**config.mk**
```make
export PLATFORM = sky130hd
export DESIGN_NAME = knot_resp_misr_flat
export DESIGN_NICKNAME = d
export VERILOG_FILES = /design/src/rtl/knot_resp_misr_if.sv /design/src/rtl/knot_resp_misr.sv /design/src/flat_wrapper.sv
export SDC_FILE = /design/constraint.sdc
export NUM_CORES = 1
export LEC_CHECK = 0
export ABC_CLOCK_PERIOD_IN_PS = 2100
export CAP_MARGIN = 30
export CORE_MARGIN = 10
export CORE_UTILIZATION = 44
export CTS_CLUSTER_DIAMETER = 30
export DETAILED_ROUTE_END_ITERATION = 7
export MAX_ROUTING_LAYER = met4
export PLACE_DENSITY = 0.87
export SYNTH_ARGS = -nofsm -noshare
export SYNTH_HDL_FRONTEND = slang
export SYNTH_SLANG_ARGS = --single-unit
```
**constraint.sdc**
```tcl
create_clock -name clk -period 2.1 [get_ports clk]
set_input_delay 0.315 -clock clk [delete_from_list [all_inputs] [get_ports clk]]
set_output_delay 0.315 -clock clk [all_outputs]
set_load 0.01 [all_outputs]
```
**src/rtl/knot_resp_misr_if.sv**
```systemverilog
// -----------------------------------------------------------------------------
// knot_resp_misr_if
// Bundles the capture-control, response and status signals of the response
// compactor.
//   master : drives start/win_len/y_in/y_valid/golden, observes status
//   slave  : the compactor itself
// Signals:
//   start      begin/restart a capture window
//   win_len    window length in samples, sampled on start
//   y_in       response vector y1..y9 (y1 = bit 0)
//   y_valid    y_in carries a sample this cycle
//   golden     expected signature, sampled on the edge entering DONE
//   busy       capture window open
//   done       window complete, results frozen
//   match      final signature equalled golden (valid while done)
//   sig_out    current MISR contents
//   sample_cnt samples accepted in the current window
//   zero_cnt   accepted all-zero samples (saturating)
// -----------------------------------------------------------------------------
interface knot_resp_misr_if #(
  parameter int WIDTH = 9,
  parameter int SIG_W = 16,
  parameter int CNT_W = 16
);
  logic             start;
  logic [CNT_W-1:0] win_len;
  logic [WIDTH-1:0] y_in;
  logic             y_valid;
  logic [SIG_W-1:0] golden;
  logic             busy;
  logic             done;
  logic             match;
  logic [SIG_W-1:0] sig_out;
  logic [CNT_W-1:0] sample_cnt;
  logic [CNT_W-1:0] zero_cnt;

  modport master (
    output start, win_len, y_in, y_valid, golden,
    input  busy, done, match, sig_out, sample_cnt, zero_cnt
  );

  modport slave (
    input  start, win_len, y_in, y_valid, golden,
    output busy, done, match, sig_out, sample_cnt, zero_cnt
  );
endinterface

```
**src/rtl/knot_resp_misr.sv**
```systemverilog
// -----------------------------------------------------------------------------
// knot_resp_misr
// Response compactor for knot-style FSM benchmarks. Folds a programmable
// window of y1..y9 samples into a MISR, counts all-zero samples, and flags
// whether the final signature equals a golden value.
// Ports:
//   clk  clock, all state updates on posedge
//   rst  synchronous active-low reset
//   bus  knot_resp_misr_if.slave (control, response vector, status)
// States: IDLE -> CAPTURE -> DONE; start restarts from any state, and a
// zero-length window goes straight to DONE.
// -----------------------------------------------------------------------------
module knot_resp_misr #(
  parameter int               WIDTH = 9,
  parameter int               SIG_W = 16,
  parameter logic [SIG_W-1:0] TAPS  = 16'hB400,
  parameter logic [SIG_W-1:0] SEED  = 16'h0000,
  parameter int               CNT_W = 16
) (
  input logic                 clk,
  input logic                 rst,
  knot_resp_misr_if.slave     bus
);

  typedef enum logic [1:0] {
    S_IDLE    = 2'd0,
    S_CAPTURE = 2'd1,
    S_DONE    = 2'd2
  } state_t;

  state_t           r_state;
  logic [SIG_W-1:0] r_sig;
  logic [CNT_W-1:0] r_sample_cnt;
  logic [CNT_W-1:0] r_zero_cnt;
  logic [CNT_W-1:0] r_len;
  logic             r_busy;
  logic             r_done;
  logic             r_match;

  logic             w_fb;
  logic [SIG_W-1:0] w_y_ext;
  logic [SIG_W-1:0] w_sig_next;
  logic [CNT_W-1:0] w_sample_next;
  logic             w_accept;

  // MISR step: shift left with tap feedback into bit 0, then fold the sample in.
  assign w_fb          = ^(r_sig & TAPS);
  assign w_y_ext       = SIG_W'(bus.y_in);
  assign w_sig_next    = {r_sig[SIG_W-2:0], w_fb} ^ w_y_ext;
  assign w_sample_next = r_sample_cnt + 1'b1;

  // start has priority over a sample on the same edge.
  assign w_accept = (r_state == S_CAPTURE) && bus.y_valid && !bus.start;

  // NOTE: all state is written with non-blocking assignments so every register
  // samples pre-edge values regardless of statement order in this block.
  always_ff @(posedge clk) begin
    if (!rst) begin
      r_state      <= S_IDLE;
      r_sig        <= SEED;
      r_sample_cnt <= '0;
      r_zero_cnt   <= '0;
      r_len        <= '0;
      r_busy       <= 1'b0;
      r_done       <= 1'b0;
      r_match      <= 1'b0;
    end else if (bus.start) begin
      r_len        <= bus.win_len;
      r_sig        <= SEED;
      r_sample_cnt <= '0;
      r_zero_cnt   <= '0;
      if (bus.win_len == '0) begin
        // Empty window: the signature is just the seed.
        r_state <= S_DONE;
        r_busy  <= 1'b0;
        r_done  <= 1'b1;
        r_match <= (SEED == bus.golden);
      end else begin
        r_state <= S_CAPTURE;
        r_busy  <= 1'b1;
        r_done  <= 1'b0;
        r_match <= 1'b0;
      end
    end else if (w_accept) begin
      r_sig        <= w_sig_next;
      r_sample_cnt <= w_sample_next;
      if (bus.y_in == '0 && r_zero_cnt != '1) begin
        r_zero_cnt <= r_zero_cnt + 1'b1;
      end
      if (w_sample_next == r_len) begin
        r_state <= S_DONE;
        r_busy  <= 1'b0;
        r_done  <= 1'b1;
        r_match <= (w_sig_next == bus.golden);
      end
    end
  end

  // Status flags come straight from registers: no input-to-output path.
  assign bus.busy       = r_busy;
  assign bus.done       = r_done;
  assign bus.match      = r_match;
  assign bus.sig_out    = r_sig;
  assign bus.sample_cnt = r_sample_cnt;
  assign bus.zero_cnt   = r_zero_cnt;

endmodule

```
**src/flat_wrapper.sv**
```systemverilog
// flat-port wrapper written by rule: the top's interface ports become plain ports
module knot_resp_misr_flat 
#(
  parameter int               WIDTH = 9,
  parameter int               SIG_W = 16,
  parameter logic [SIG_W-1:0] TAPS  = 16'hB400,
  parameter logic [SIG_W-1:0] SEED  = 16'h0000,
  parameter int               CNT_W = 16
)
  (clk, rst, bus_start, bus_win_len, bus_y_in, bus_y_valid, bus_golden, bus_busy, bus_done, bus_match, bus_sig_out, bus_sample_cnt, bus_zero_cnt);
  knot_resp_misr_if #(.WIDTH(WIDTH), .SIG_W(SIG_W), .CNT_W(CNT_W)) bus_i ();
  input logic clk;
  input logic rst;
  input wire logic [$bits(bus_i.start)-1:0] bus_start;
  input wire logic [$bits(bus_i.win_len)-1:0] bus_win_len;
  input wire logic [$bits(bus_i.y_in)-1:0] bus_y_in;
  input wire logic [$bits(bus_i.y_valid)-1:0] bus_y_valid;
  input wire logic [$bits(bus_i.golden)-1:0] bus_golden;
  output wire logic [$bits(bus_i.busy)-1:0] bus_busy;
  output wire logic [$bits(bus_i.done)-1:0] bus_done;
  output wire logic [$bits(bus_i.match)-1:0] bus_match;
  output wire logic [$bits(bus_i.sig_out)-1:0] bus_sig_out;
  output wire logic [$bits(bus_i.sample_cnt)-1:0] bus_sample_cnt;
  output wire logic [$bits(bus_i.zero_cnt)-1:0] bus_zero_cnt;
  assign bus_i.start = bus_start;
  assign bus_i.win_len = bus_win_len;
  assign bus_i.y_in = bus_y_in;
  assign bus_i.y_valid = bus_y_valid;
  assign bus_i.golden = bus_golden;
  assign bus_busy = bus_i.busy;
  assign bus_done = bus_i.done;
  assign bus_match = bus_i.match;
  assign bus_sig_out = bus_i.sig_out;
  assign bus_sample_cnt = bus_i.sample_cnt;
  assign bus_zero_cnt = bus_i.zero_cnt;
  knot_resp_misr #(.WIDTH(WIDTH), .SIG_W(SIG_W), .TAPS(TAPS), .SEED(SEED), .CNT_W(CNT_W)) u_core (.clk(clk), .rst(rst), .bus(bus_i));
endmodule
```
* After elaboration in Yosys (flattened, before gate mapping)
Cells that the tools add are included.
** Storage, ports and cells
- Bits in registers :: 69
- Bits of input ports :: 45
- Word-level logic and storage cells :: 45
** Operators by class
- Add/subtract/negate cells :: 2
- Equality and inequality tests :: 4
- Muxes and demuxes :: 16
- Bitwise logic cells :: 2
- Reductions and logical operators :: 13
** Operators by type and width (number)
- $add 16x1->16 const B :: 2
- $eq 16x16->1 :: 2
- $logic_not 16->1 :: 2
- $ne 16x16->1 const B :: 1
- $reduce_xor 16->1 :: 1
- $xor 16x9->16 :: 1
- $mux 1 :: 12
- $logic_not 9->1 :: 1
- $mux 2 :: 4
- $reduce_and 2->1 :: 2
- $reduce_bool 2->1 :: 2
- $logic_and 1x1->1 :: 3
- $eq 2x1->1 const B :: 1
- $reduce_or 2->1 :: 1
- $logic_not 1->1 :: 1
- $not 1->1 :: 1

* Longest topological paths before layout
- Depth after elaboration :: 6
- Depth in mapped cells :: 8
- Gate-level depth less buffers :: 8

* Least setup slack after synthesis
Ideal clock, no wire load.
- Path type :: reg-to-reg
- Start :: register u_core.r_sample_cnt[0], in the netlist u_core.bus.sample_cnt[0]
- End :: register u_core.r_match, in the netlist u_core.bus.match
- Arrival time :: 2.258 ns
- Path slack :: -0.229 ns
- Stages on the path, launching flop included :: 8
- Buffers on the path :: 0
- Path through :: dfxtp_1 -> ha_1 -> and3_1 -> nand4_1 -> or3_1 -> a211o_1 -> o41ai_2 -> mux2i_1
** On the way
- Cells in the longest elaborated chain, start to end :: 4
** RTL lines
- start: declaration :: line knot_resp_misr.sv:33 : logic [CNT_W-1:0] r_sample_cnt;
- start signal: assignment :: line knot_resp_misr.sv:86 : r_sample_cnt <= w_sample_next;
- $add 16x1->16 :: line knot_resp_misr.sv:50 : assign w_sample_next = r_sample_cnt + 1'b1;
- $eq 16x16->1 :: line knot_resp_misr.sv:90 : if (w_sample_next == r_len) begin
- $reduce_bool 2->1 (no line)
- $reduce_and 2->1 (no line)
- end signal: assignment :: line knot_resp_misr.sv:77 : r_match <= (SEED == bus.golden);
- end signal: assignment :: line knot_resp_misr.sv:94 : r_match <= (w_sig_next == bus.golden);
- end: declaration :: line knot_resp_misr.sv:38 : logic r_match;
No other way between the ends.
A chain may end at the register's enable or synchronous reset.

* Worst setup path after layout
- Start :: register u_core.r_sample_cnt[1], in the netlist u_core.bus.sample_cnt[1]
- End :: register u_core.r_match, in the netlist u_core.bus.match
The elaborated chain is that of the path after synthesis.

==> impl_metrics.yaml <==
power_and_ir_drop:
  ir_worst_vdd_mv: 0.292
  seqPwrFrac_pct: 46.2
  leakagePower_nw: 1.95
  swShare_pct: 23.6
  clkPwrFrac_pct: 41.9
  p_total_w: 0.00285
  powerDensity_nw_per_um2: 543
  p_int_w: 0.00218
  switching_power_w: 0.000674
  pwr-share-comb_pct: 11.9
setup_path:
  critPathRequiredTime_ns: 2.37
  rr_endpoint: "u_core.bus.match"
  end_kind: "flop"
  path_class: "reg -> reg"
  cp_max_fo: 4
  ff2ff_path_depth: 8
  crit_path_start_kind: "flop"
  reg2reg_from: "u_core.bus.sample_cnt[1]"
  r2r_slack_ns: -0.07
  crit_arrival_ns: 2.44
synthesis:
  synthCells: 413
  ys_types: 42
  synth_seq_cells: 67
  synth_nets: 461
  netlist_area_um2: 3540
  synth_warnings: 0
  yosysSeqAreaShare_pct: 37.9
  syn-mean-instance-area_um2: 8.58
floorplanning:
  die_w_um: 110
  core_area_um2: 7770
  fp.dieH_um: 110
  dieArea_um2: 12000
  initial_core_util_pct: 45.6
  fp-row-count: 32
  ios: 96
place:
  hpwl_um: 8420
  placed_area_um2: 4940
  gp_congestion: 0.956
  pre_cts_ws_ns: -0.199
  portBuffers: 95
  place_inst: 638
worst_hold_path:
  holdCritStartpoint: "u_core.bus.match"
  hold_path.class: "reg -> reg"
  hold_path_end: "u_core.bus.match"
  holdPathStages: 2
sta:
  fin_hold_ws_ns: 0.482
  maxSlewViolCount: 0
  setup_viol: 3
  period_needed_ns: 2.17
  clock_skew_ns: 0.00686
  worst_pin_slew_ns: 0.420
  max_slew_margin_pct: 71.7
  fmax_ghz: 0.462
  fin_crit_sh_pct: 103
  hold_viol: 0
  rsz0062_at_grt: "yes"
  setup_ws_ns: -0.0668
finish:
  layout-drive-gt1-share_pct: 17.5
  layout.cells.non_filler: 655
  final_cell_mix: "clkdlybuf4s50_1 (95), dfxtp_1 (58), buf_4 (54)"
  diodes: 0
  fin_area_um2: 5250
  final_common_cell: "clkdlybuf4s50_1"
  nNetsFinal: 596
  synthToLayoutAreaGrowth_pct: 48.2
clock_network:
  cts_buffers: 9
  clock_sinks: 67
  clk_pin_slew_ns: 0.07
  root_buffer: "clkbuf_8"
  cts_hold_buf: 0
  cts_tree: "done"
  htreeDepth: 3
  clk_latency_ns: 0.34
  clockBufferDepth: 2
grt:
  grt_overflow: 0
  grt_max_degree: 33
  antenna_found_initial: 0
  grt.total_usage_pct: 18.2
  grt_pass1_wl_um: 17200
  grt_pass1_vias: 3641
route:
  route.antenna.remaining_nets: 0
  vias_per_cell: 5.33
  wl_um: 10900
  vias: 3489
  first_pass_iters: 5
  drc: 0
  dr.first_iter.drc_count: 132
  routedWlPerCell_um: 16.6
run_status:
  violations: "setup timing"
  status: "finished with violations"
job:
  maxCapViolCount: 0
## worst max-delay path by stage
| stage | from | end | slack, ns | depth (start not counted) |
|---|---|---|---|---|
| after floorplan | u_core.bus.sample_cnt[3] | u_core.bus.match | -0.004 | 8 |
| after global placement | bus_y_valid | u_core.bus.match | -0.16 | 6 |
| after detailed placement | bus_y_valid | u_core.bus.match | -0.20 | 6 |
| after CTS | u_core.bus.sample_cnt[1] | u_core.bus.match | -0.09 | 7 |
| after global routing | u_core.bus.sample_cnt[0] | u_core.bus.match | -0.20 | 8 |
| final | u_core.bus.sample_cnt[1] | u_core.bus.match | -0.07 | 8 |
## synthesized netlist by cell type (all sizes together)
master | number | area, um2
nand3 | 13 | 65.1
a41oi | 1 | 8.76
dfxtp | 67 | 1340
or4 | 1 | 7.51
and2 | 1 | 6.26
a2111oi | 1 | 8.76
o21a | 1 | 7.51
xnor2 | 39 | 342
nand3b | 1 | 7.51
o22ai | 1 | 6.26
nand2 | 40 | 150
mux2i | 17 | 170
buf | 14 | 93.8
nor2 | 45 | 169
a211oi | 9 | 72.6
or3 | 10 | 62.6
clkbuf | 12 | 45.0
nor3 | 11 | 55.1
a41o | 1 | 10.0
inv | 2 | 7.51
o221ai | 1 | 8.76
nand2b | 3 | 18.8
ha | 3 | 37.5
nor4 | 13 | 81.3
nor2b | 16 | 100
a21oi | 18 | 90.1
o21ai | 12 | 60.1
xor2 | 33 | 289
o41ai | 1 | 16.3
o21ba | 1 | 10.0
and4 | 2 | 17.5
and3 | 5 | 31.3
or2 | 1 | 8.76
a211o | 1 | 8.76
nand4 | 14 | 109
o211a | 2 | 20.0
## sequential cells by signal (all words and copies together), names as in the netlist
| signal | count |
|---|---|
| u_core.bus.zero_cnt | 16 |
| u_core.bus.match | 1 |
| u_core.bus.sample_cnt | 16 |
| u_core.r_state | 2 |
| u_core.r_len | 16 |
| u_core.bus.sig_out | 16 |
## cells by family after synthesis
family,synth area share (%)
mux,4.80
flops,37.9
compound gates,9.25
simple gates,25.1
buf+inv,4.13
xor+xnor,17.8
fa+ha+maj,1.06
## routing by layer
metal  global-route usage [%]  routed length [um]  vias to the layer above  part of all wire (%)
met5                        -                   0                        -                     0
met4                     7.43                 255                        0                   2.3
met3                     3.63                 441                       22                   4.1
met2                     32.0                5690                      111                    52
met1                     19.7                4490                     1658                    41
li1                         -                   -                     1698                     -
## final cells by class
class	count	area, um2
Clock buffer	11	141
Tap cell	102	128
Timing Repair Buffer	150	1380
Inverter	2	7.51
Multi-Input combinational cell	318	2160
Clock inverter	5	77.6
Fill cell	571	2510
Sequential cell	67	1360
## worst max-delay path, cell delays in order (launching register included)
cell	delay, ns
dfxtp_4	0.39
ha_4	0.15
nand2_1	0.06
or4_4	0.42
xnor2_1	0.14
nor2_1	0.11
nand4_1	0.15
o41ai_4	0.45
mux2i_1	0.22
## per-stage QoR
stage               util [%]  setup TNS [ns]
floorplan                  -        -0.00377
detailed placement      63.6           -2.10
global placement        63.6           -1.23
CTS                     66.8          -0.229
finish                  67.6          -0.141
global route            67.6          -0.499
## power groups by stage
stage	sequential [W]	combinational (W)	clock [W]
global route	0.00132	0.000366	0.00126
finish	0.00132	0.000340	0.00119
floorplan	0.00134	0.000160	0
CTS	0.00132	0.000338	0.00121
global placement	0.00135	0.000325	0
detailed placement	0.00135	0.000335	0
## timing repair
action | 4_1_cts | 5_1_grt
buffers inserted | 1 | 0
setup endpoints to repair | 3 | 8
resized for setup | 6 | 12
pin swaps | 8 | 5
cloned | 0 | 0
Power figures use the tool's default switching activity.
